==> src/rtl/pc_fetch_if.sv <==
// rtl/pc_fetch_if.sv - fetch-stage bundle: imem address/data, decoder controls, PC and status
// Optional PC_RETIRE_CNT_EN adds the retired-instruction count.
interface pc_fetch_if;
    logic        en;
    logic        halt_req;
    logic [31:0] instr_in;
    logic        Jump;
    logic        Branch;
    logic        BneBeq;
    logic        IsJAL;
    logic        jr;
    logic        zero;
    logic [31:0] rs_data;
    logic [31:0] imem_addr;
    logic        op0;
    logic        op1;
    logic        op2;
    logic        op3;
    logic        op4;
    logic        op5;
    logic [31:0] pc;
    logic [31:0] pc_plus4;
    logic        fetch_valid;
    logic        halted;
`ifdef PC_RETIRE_CNT_EN
    logic [31:0] retired;
`endif

    modport master (
        input  en, halt_req, instr_in, Jump, Branch, BneBeq, IsJAL, jr, zero, rs_data,
        output imem_addr, op0, op1, op2, op3, op4, op5, pc, pc_plus4, fetch_valid, halted
`ifdef PC_RETIRE_CNT_EN
        , output retired
`endif
    );

    modport slave (
        output en, halt_req, instr_in, Jump, Branch, BneBeq, IsJAL, jr, zero, rs_data,
        input  imem_addr, op0, op1, op2, op3, op4, op5, pc, pc_plus4, fetch_valid, halted
`ifdef PC_RETIRE_CNT_EN
        , input retired
`endif
    );
endinterface

==> src/rtl/pc_fetch.sv <==
// rtl/pc_fetch.sv - PC register, next-PC select, opcode split and run/halt FSM
// Optional PC_RETIRE_CNT_EN adds a 32-bit retired-instruction counter.
module pc_fetch #(
    parameter logic [31:0] RESET_PC = 32'h0000_3000
) (
    input  logic           clk,
    input  logic           rst_n,
    pc_fetch_if.master     bus
);

    typedef enum logic {
        ST_RUN  = 1'b0,
        ST_HALT = 1'b1
    } state_t;

    state_t      state;
    state_t      state_next;
    logic [31:0] pc_q;
    logic [31:0] pc_plus4;
    logic [31:0] branch_off;
    logic [31:0] branch_target;
    logic [31:0] jump_target;
    logic [31:0] jr_target;
    logic [31:0] pc_next;
    logic        branch_taken;
    logic        pc_load;
    logic        retire_inc;
    logic        fetch_valid;
    logic        halted;

    // IsJAL only matters on the link path; word-aligned jr drops rs_data[1:0].
    logic unused_ok;
    assign unused_ok = &{1'b0, bus.IsJAL, bus.rs_data[1:0]};

    assign pc_plus4      = pc_q + 32'd4;
    assign branch_off    = {{14{bus.instr_in[15]}}, bus.instr_in[15:0], 2'b00};
    assign branch_target = pc_plus4 + branch_off;
    assign jump_target   = {pc_plus4[31:28], bus.instr_in[25:0], 2'b00};
    assign jr_target     = {bus.rs_data[31:2], 2'b00};
    assign branch_taken  = bus.Branch & (bus.zero ^ bus.BneBeq);

    always_comb begin
        pc_next = pc_plus4;
        if (bus.jr) begin
            pc_next = jr_target;
        end else if (bus.Jump) begin
            pc_next = jump_target;
        end else if (branch_taken) begin
            pc_next = branch_target;
        end
    end

    always_ff @(posedge clk) begin
        if (!rst_n) begin
            state <= ST_RUN;
        end else begin
            state <= state_next;
        end
    end

    // The halting instruction still retires, but its successor is never fetched.
    always_comb begin
        state_next  = state;
        fetch_valid = 1'b0;
        halted      = 1'b0;
        pc_load     = 1'b0;
        retire_inc  = 1'b0;
        case (state)
            ST_RUN: begin
                fetch_valid = 1'b1;
                if (bus.en) begin
                    retire_inc = 1'b1;
                    if (bus.halt_req) begin
                        state_next = ST_HALT;
                    end else begin
                        pc_load = 1'b1;
                    end
                end
            end
            ST_HALT: begin
                halted = 1'b1;
            end
            default: begin
                state_next = ST_RUN;
            end
        endcase
    end

    always_ff @(posedge clk) begin
        if (!rst_n) begin
            pc_q <= RESET_PC;
        end else if (pc_load) begin
            pc_q <= pc_next;
        end
    end

`ifdef PC_RETIRE_CNT_EN
    logic [31:0] retired_q;

    always_ff @(posedge clk) begin
        if (!rst_n) begin
            retired_q <= 32'd0;
        end else if (retire_inc) begin
            retired_q <= retired_q + 32'd1;
        end
    end

    assign bus.retired = retired_q;
`else
    logic unused_retire;
    assign unused_retire = retire_inc;
`endif

    assign bus.pc          = pc_q;
    assign bus.imem_addr   = pc_q;
    assign bus.pc_plus4    = pc_plus4;
    assign bus.fetch_valid = fetch_valid;
    assign bus.halted      = halted;
    assign bus.op0         = bus.instr_in[31];
    assign bus.op1         = bus.instr_in[30];
    assign bus.op2         = bus.instr_in[29];
    assign bus.op3         = bus.instr_in[28];
    assign bus.op4         = bus.instr_in[27];
    assign bus.op5         = bus.instr_in[26];

endmodule

==> src/flat_wrapper.sv <==
// flat-port wrapper written by rule: the top's interface ports become plain ports
module pc_fetch_flat 
#(
    parameter logic [31:0] RESET_PC = 32'h0000_3000
)
  (clk, rst_n, bus_en, bus_halt_req, bus_instr_in, bus_Jump, bus_Branch, bus_BneBeq, bus_IsJAL, bus_jr, bus_zero, bus_rs_data, bus_imem_addr, bus_op0, bus_op1, bus_op2, bus_op3, bus_op4, bus_op5, bus_pc, bus_pc_plus4, bus_fetch_valid, bus_halted);
  pc_fetch_if bus_i ();
  input  logic clk;
  input  logic rst_n;
  input wire logic [$bits(bus_i.en)-1:0] bus_en;
  input wire logic [$bits(bus_i.halt_req)-1:0] bus_halt_req;
  input wire logic [$bits(bus_i.instr_in)-1:0] bus_instr_in;
  input wire logic [$bits(bus_i.Jump)-1:0] bus_Jump;
  input wire logic [$bits(bus_i.Branch)-1:0] bus_Branch;
  input wire logic [$bits(bus_i.BneBeq)-1:0] bus_BneBeq;
  input wire logic [$bits(bus_i.IsJAL)-1:0] bus_IsJAL;
  input wire logic [$bits(bus_i.jr)-1:0] bus_jr;
  input wire logic [$bits(bus_i.zero)-1:0] bus_zero;
  input wire logic [$bits(bus_i.rs_data)-1:0] bus_rs_data;
  output wire logic [$bits(bus_i.imem_addr)-1:0] bus_imem_addr;
  output wire logic [$bits(bus_i.op0)-1:0] bus_op0;
  output wire logic [$bits(bus_i.op1)-1:0] bus_op1;
  output wire logic [$bits(bus_i.op2)-1:0] bus_op2;
  output wire logic [$bits(bus_i.op3)-1:0] bus_op3;
  output wire logic [$bits(bus_i.op4)-1:0] bus_op4;
  output wire logic [$bits(bus_i.op5)-1:0] bus_op5;
  output wire logic [$bits(bus_i.pc)-1:0] bus_pc;
  output wire logic [$bits(bus_i.pc_plus4)-1:0] bus_pc_plus4;
  output wire logic [$bits(bus_i.fetch_valid)-1:0] bus_fetch_valid;
  output wire logic [$bits(bus_i.halted)-1:0] bus_halted;
  assign bus_i.en = bus_en;
  assign bus_i.halt_req = bus_halt_req;
  assign bus_i.instr_in = bus_instr_in;
  assign bus_i.Jump = bus_Jump;
  assign bus_i.Branch = bus_Branch;
  assign bus_i.BneBeq = bus_BneBeq;
  assign bus_i.IsJAL = bus_IsJAL;
  assign bus_i.jr = bus_jr;
  assign bus_i.zero = bus_zero;
  assign bus_i.rs_data = bus_rs_data;
  assign bus_imem_addr = bus_i.imem_addr;
  assign bus_op0 = bus_i.op0;
  assign bus_op1 = bus_i.op1;
  assign bus_op2 = bus_i.op2;
  assign bus_op3 = bus_i.op3;
  assign bus_op4 = bus_i.op4;
  assign bus_op5 = bus_i.op5;
  assign bus_pc = bus_i.pc;
  assign bus_pc_plus4 = bus_i.pc_plus4;
  assign bus_fetch_valid = bus_i.fetch_valid;
  assign bus_halted = bus_i.halted;
  pc_fetch #(.RESET_PC(RESET_PC)) u_core (.clk(clk), .rst_n(rst_n), .bus(bus_i));
endmodule
==> config.mk <==
export PLATFORM = sky130hd
export DESIGN_NAME = pc_fetch_flat
export DESIGN_NICKNAME = d
export VERILOG_FILES = /design/src/rtl/pc_fetch_if.sv /design/src/rtl/pc_fetch.sv /design/src/flat_wrapper.sv
export SDC_FILE = /design/constraint.sdc
export NUM_CORES = 1
export LEC_CHECK = 0
export CAP_MARGIN = 20
export CORE_MARGIN = 3
export CORE_UTILIZATION = 48
export DETAILED_ROUTE_END_ITERATION = 10
export HOLD_SLACK_MARGIN = 0.03
export MAX_ROUTING_LAYER = met4
export PLACE_DENSITY = 0.88
export SYNTH_ARGS = -nofsm -noshare
export SYNTH_HDL_FRONTEND = slang
export SYNTH_SLANG_ARGS = --single-unit
==> constraint.sdc <==
create_clock -name clk -period 5.6 [get_ports clk]
set_clock_uncertainty 0.2 [all_clocks]
set_input_delay 1.12 -clock clk [delete_from_list [all_inputs] [get_ports clk]]
set_output_delay 1.12 -clock clk [all_outputs]
set_load 0.02 [all_outputs]
Word level (Yosys, flattened, before mapping) --
Index checks and enable logic that the tools add are counted.
Word-level totals: bits in registers 33, output and inout bits 104, bits of input ports 74
Operators by class: add/subtract/negate cells 2, bitwise logic cells 2, muxes and demuxes 11
Operators with widths (number):
- two-way mux 32 bit | 3
- adder 32 x 3 -> 32 bit, second input constant | 1
- adder 32 bit | 1
- two-way mux 1 bit | 8
- AND 1 bit | 1
- bitwise XOR 1 bit | 1

Longest topological paths before layout --
word-level depth 5, gate-level depth with buffers 17, depth with buffers taken out 16

Worst setup path after synthesis --
No wires, ideal clock.
path kind reg-to-reg, start register u_core.pc_q[9] (netlist: u_core.bus.imem_addr[9]), end register u_core.pc_q[27] (netlist: u_core.bus.imem_addr[27]), path slack 1267 ps, setup time 134 ps, required time 5266 ps, cell stages (with the launch flop) 18, buffers on the path 2, data arrival time 4000 ps, cells stage by stage dfxtp_1 > and4_1 > and3_1 > clkbuf_1 > and2_1 > nand2_1 > xnor2_1 > ha_1 > buf_6 > a21o_1 > a221oi_2 > o21ai_1 > or3_1 > o31ai_4 > o21ai_2 > xor2_1 > a222oi_1 > o22ai_1
Between the ends: longest elaborated chain between the ends 5
Ends and longest elaborated chain:
- from (decl) | RTL line pc_fetch.sv:18 | logic [31:0] pc_q;
- from (signal assigned) | RTL line pc_fetch.sv:93 | pc_q <= pc_next;
- adder 32 x 3 -> 32 bit | RTL line pc_fetch.sv:35 | assign pc_plus4 = pc_q + 32'd4;
- named net bus_pc_plus4[18] | RTL line flat_wrapper.sv:28 | output wire logic [$bits(bus_i.pc_plus4)-1:0] bus_pc_plus4;
- adder 32 bit | RTL line pc_fetch.sv:37 | assign branch_target = pc_plus4 + branch_off;
- two-way mux 32 bit | RTL line pc_fetch.sv:48 | end else if (branch_taken) begin
- two-way mux 32 bit | RTL line pc_fetch.sv:46 | end else if (bus.Jump) begin
- two-way mux 32 bit | RTL line pc_fetch.sv:44 | if (bus.jr) begin
The timed path passes the listed nets, and every way through them passes these cells. A chain may end at the register's enable or synchronous reset.

Worst setup path in the final report --
start register u_core.pc_q[2] (netlist: u_core.bus.imem_addr[2]), end output bus_pc_plus4[30]
Between the ends: longest elaborated chain between the ends 1
Ends and longest elaborated chain (RTL line):
- adder 32 x 3 -> 32 bit | pc_fetch.sv:35
- to (decl) | flat_wrapper.sv:28
No other way between the ends.

==> results.md <==
- Status: completed
- Post-DP HPWL: 11900 µm
- Worst setup EP type: primary output
- Via Count: 5037
- Clock Latency Late Sink: 0.28 ns
- DRT Pass-1 Iters: 5
- Reg2reg start: u_core.bus.imem_addr[2]
- Internal power: 0.000558 W
- Netlist cell types: 74
- IO Pins: 178
- Antenna violations before repair: 0
- Pwr Density: 165 nW/µm²
- H-tree depth: 2
- Post-Synth Adder-Cell Area: 0.108
- Hold worst-path end: u_core.bus.imem_addr[25]
- Max Buffers Root-to-Sink: 2
- GR Overflow Total: 0
- Syn. warnings: 0
- Cell Area, Synth: 4360 µm²
- Max Cap Viol: 0
- CP startpoint kind: flip-flop
- Sequential area share after synthesis: 0.142
- Routed WL: 15700 µm
- DRT antenna net count: 0
- Fin Hold WS: 0.336 ns
- Final hold violations: 0
- Worst-Margin Slew: 0.923 ns
- Power Total: 0.000953 W
- Std cell rows: 34
- Setup violators final: 0
- Clock sink count: 31
- Post-CTS Setup Bufs: 0
- Clock buffer count from CTS: 5
- Final setup TNS: 0 ns
- Critical Path RT: 4.28 ns
- Area leader, netlist: dfxtp_1
- Psw: 0.000395 W
- Data arrival time of the worst path: 3.34 ns
- Yosys top cell area share: 0.142
- Drt drc: 0
- Unrepaired setup endpoints after global routing: no
- FF-to-FF End: u_core.bus.imem_addr[27]
- Die area: 10300 µm²
- Post_cts resized: 0
- Clock-pin slew on the worst setup and hold paths: 0.07 ns
- Share of layout cells above drive strength 1: 0.0512
- Combinational Power Share: 0.531
- Post-synth ARST share: 0
- Area grow syn2layout: 32.1%
- Initial Util: 0.498
- Clock power share: 0.196
- Hold path depth: 2
- Crit path kind: reg2out
- Xor and xnor area share after synthesis: 0.0983
- CTS tree: built
- Simple-gate share of the synthesized area: 0.225
- Final #Nets: 814
- Maximum VDD drop: 119 µV
- Synth area leaders: dfxtp_1 14%, ha_1 10%, buf_4 7.6%, a21oi_1 6.1%, xnor2_1 5.8%
- Compound-Gate Fraction of Synth Area: 0.296
- Mapped Cells: 599
- Final min period: 4.66 ns
- Hold_sp: u_core.bus.imem_addr[25]
- Vias in the first global route: 4827
- Slew HR: 0.383
- Share of power burned in registers: 0.273
- Die width: 101 µm
- R2r setup slk: 1.12 ns
- Clock root cell: clkbuf_8
- GPL Wtd Cong: 0.922
- Fmax: 0.215 GHz
- CTS Hold Bufs: 0
- Final Cycle Share: 0.831
- Sw Share: 0.414
- Min-Delay Path Class: reg2reg
- CP Max Fanout: 7
- Core area: 8760 µm²
- Drt initial violations: 308
- Dominant synthesized flop cell: dfxtp_1
- GRT Total Usage: 0.303
- R2r worst-path depth: 16
- Syn avg cell area: 7.29 µm²
- Via/cell ratio: 6.21
- #FFs+latches synth: 31
- Port buffer count: 156
- Leakage: 2.36 nW
- Largest family of logic cells by synthesized area: compound AO/OA/AOI/OAI gates
- First-pass GRT wire length: 24500 µm
- Drt wl/cell: 19.4 µm
- Post-synth EDFFs: 0
- Mux cell area share after synthesis: 0.0163
- Largest net degree at the start of global routing: 37
- Die height: 101 µm
- Slew Viols, Final: 0
- Antenna cells: 0
## worst max-delay path by stage
stage,from,endpoint,slack [ns],depth (start not counted)
after global routing,u_core.bus.imem_addr[2],u_core.bus.imem_addr[27],0.81,16
after global placement,bus_instr_in[15],u_core.bus.imem_addr[27],1.08,12
final,u_core.bus.imem_addr[2],bus_pc_plus4[30],0.94,9
after CTS,u_core.bus.imem_addr[2],bus_pc_plus4[30],1.03,9
after floorplan,u_core.bus.imem_addr[9],u_core.bus.imem_addr[27],1.27,17
after detailed placement,bus_instr_in[15],u_core.bus.imem_addr[27],1.07,12
## cells in the final DEF (no fill, tap or decap), drive strengths merged, types with 7 or more instances in the layout
| cell | count |
|---|---|
| nor3 | 8 |
| a31oi | 9 |
| buf | 7 |
| nand3 | 29 |
| xor2 | 20 |
| clkdlybuf4s50 | 156 |
| or3 | 10 |
| dfxtp | 31 |
| and3 | 18 |
| o21ai | 39 |
| xnor2 | 29 |
| ha | 36 |
| a21o | 20 |
| a211oi | 8 |
| nor2 | 42 |
| a21oi | 53 |
| nand4 | 8 |
| nand2 | 63 |
| o211ai | 18 |
| inv | 11 |
## Yosys cell counts, types with 3 or more instances
cell type and number:
and2_1 5, o21ai_0 37, clkbuf_1 21, o22ai_1 3
nor3_1 7, nand2b_1 3, a21oi_1 53, buf_4 44
nor2_1 40, ha_1 36, xor2_1 20, a21o_2 4
nand2_1 62, xnor2_1 29, a211oi_1 8, or3_1 9
inv_1 11, nor2b_1 5, o211ai_1 16, dfxtp_1 31
mux2i_1 6, or4_1 4, nand3_1 29, and3_2 3
and3_1 15, nand4_1 8, o31ai_1 3, a21o_1 16
and4_1 3, a311oi_1 3, a31oi_1 8, o211a_1 4
## area by class of cell
| cell class | count | area, µm² |
|---|---|---|
| fill | 793 | 3000 |
| sequential | 31 | 621 |
| tap | 108 | 135 |
| clock buffer | 6 | 82.6 |
| inverter | 12 | 45.0 |
| multi-input combinational | 490 | 3260 |
| clock inverter | 1 | 5.00 |
| timing repair buffer | 163 | 1610 |
## registers in the layout (all words and copies together) (netlist names)
register	flops
u_core.bus.imem_addr	30
u_core.state	1
## stage by stage
stage           util  instance area (µm²)  std cells  setup slack, ns
2_1_floorplan      -                 4380        604             1.27
3_3_place_gp   0.648                 5680        804             1.08
3_5_place_dp   0.648                 5680        804             1.07
4_1_cts        0.658                 5770        811             1.03
5_1_grt        0.658                 5770        811            0.806
6_report       0.658                 5770        811            0.944
## power by group through the flow
| stage | Sequential (W) | Combinational [W] | Clock [W] |
|---|---|---|---|
| 2_1_floorplan | 0.000275 | 0.000314 | 0 |
| 3_3_place_gp | 0.000263 | 0.000488 | 0 |
| 3_5_place_dp | 0.000264 | 0.000496 | 0 |
| 4_1_cts | 0.000259 | 0.000500 | 0.000190 |
| 5_1_grt | 0.000262 | 0.000543 | 0.000196 |
| 6_report | 0.000260 | 0.000506 | 0.000187 |
## worst max-delay path, stage by stage (launching register included)
cell and delay (ns):
dfxtp_1 0.46, ha_1 0.25, nand4_1 0.15, nor2_1 0.34, and2_1 0.25, nand2_1 0.17, nor2_1 0.27, nand2_1 0.12
xnor2_1 0.34, clkdlybuf4s50_1 0.68
## cell families after synthesis
kind of cell | count (synthesis)
DFF | 31
buffers and inverters | 83
AOI/OAI and AO/OA | 190
adders and majority gates | 37
other | 1
muxes | 7
and+or+nand+nor | 201
xor gates and xnor gates | 49
## per-layer routing
| layer | up-vias | part of all wire | track usage |
|---|---|---|---|
| li1 | 2363 | - | - |
| met1 | 2349 | 0.41 | 0.370 |
| met2 | 272 | 0.47 | 0.501 |
| met3 | 53 | 0.079 | 0.0393 |
| met4 | 0 | 0.043 | 0.128 |
| met5 | - | 0 | - |
Note: power is estimated with default switching activity, not from simulation.
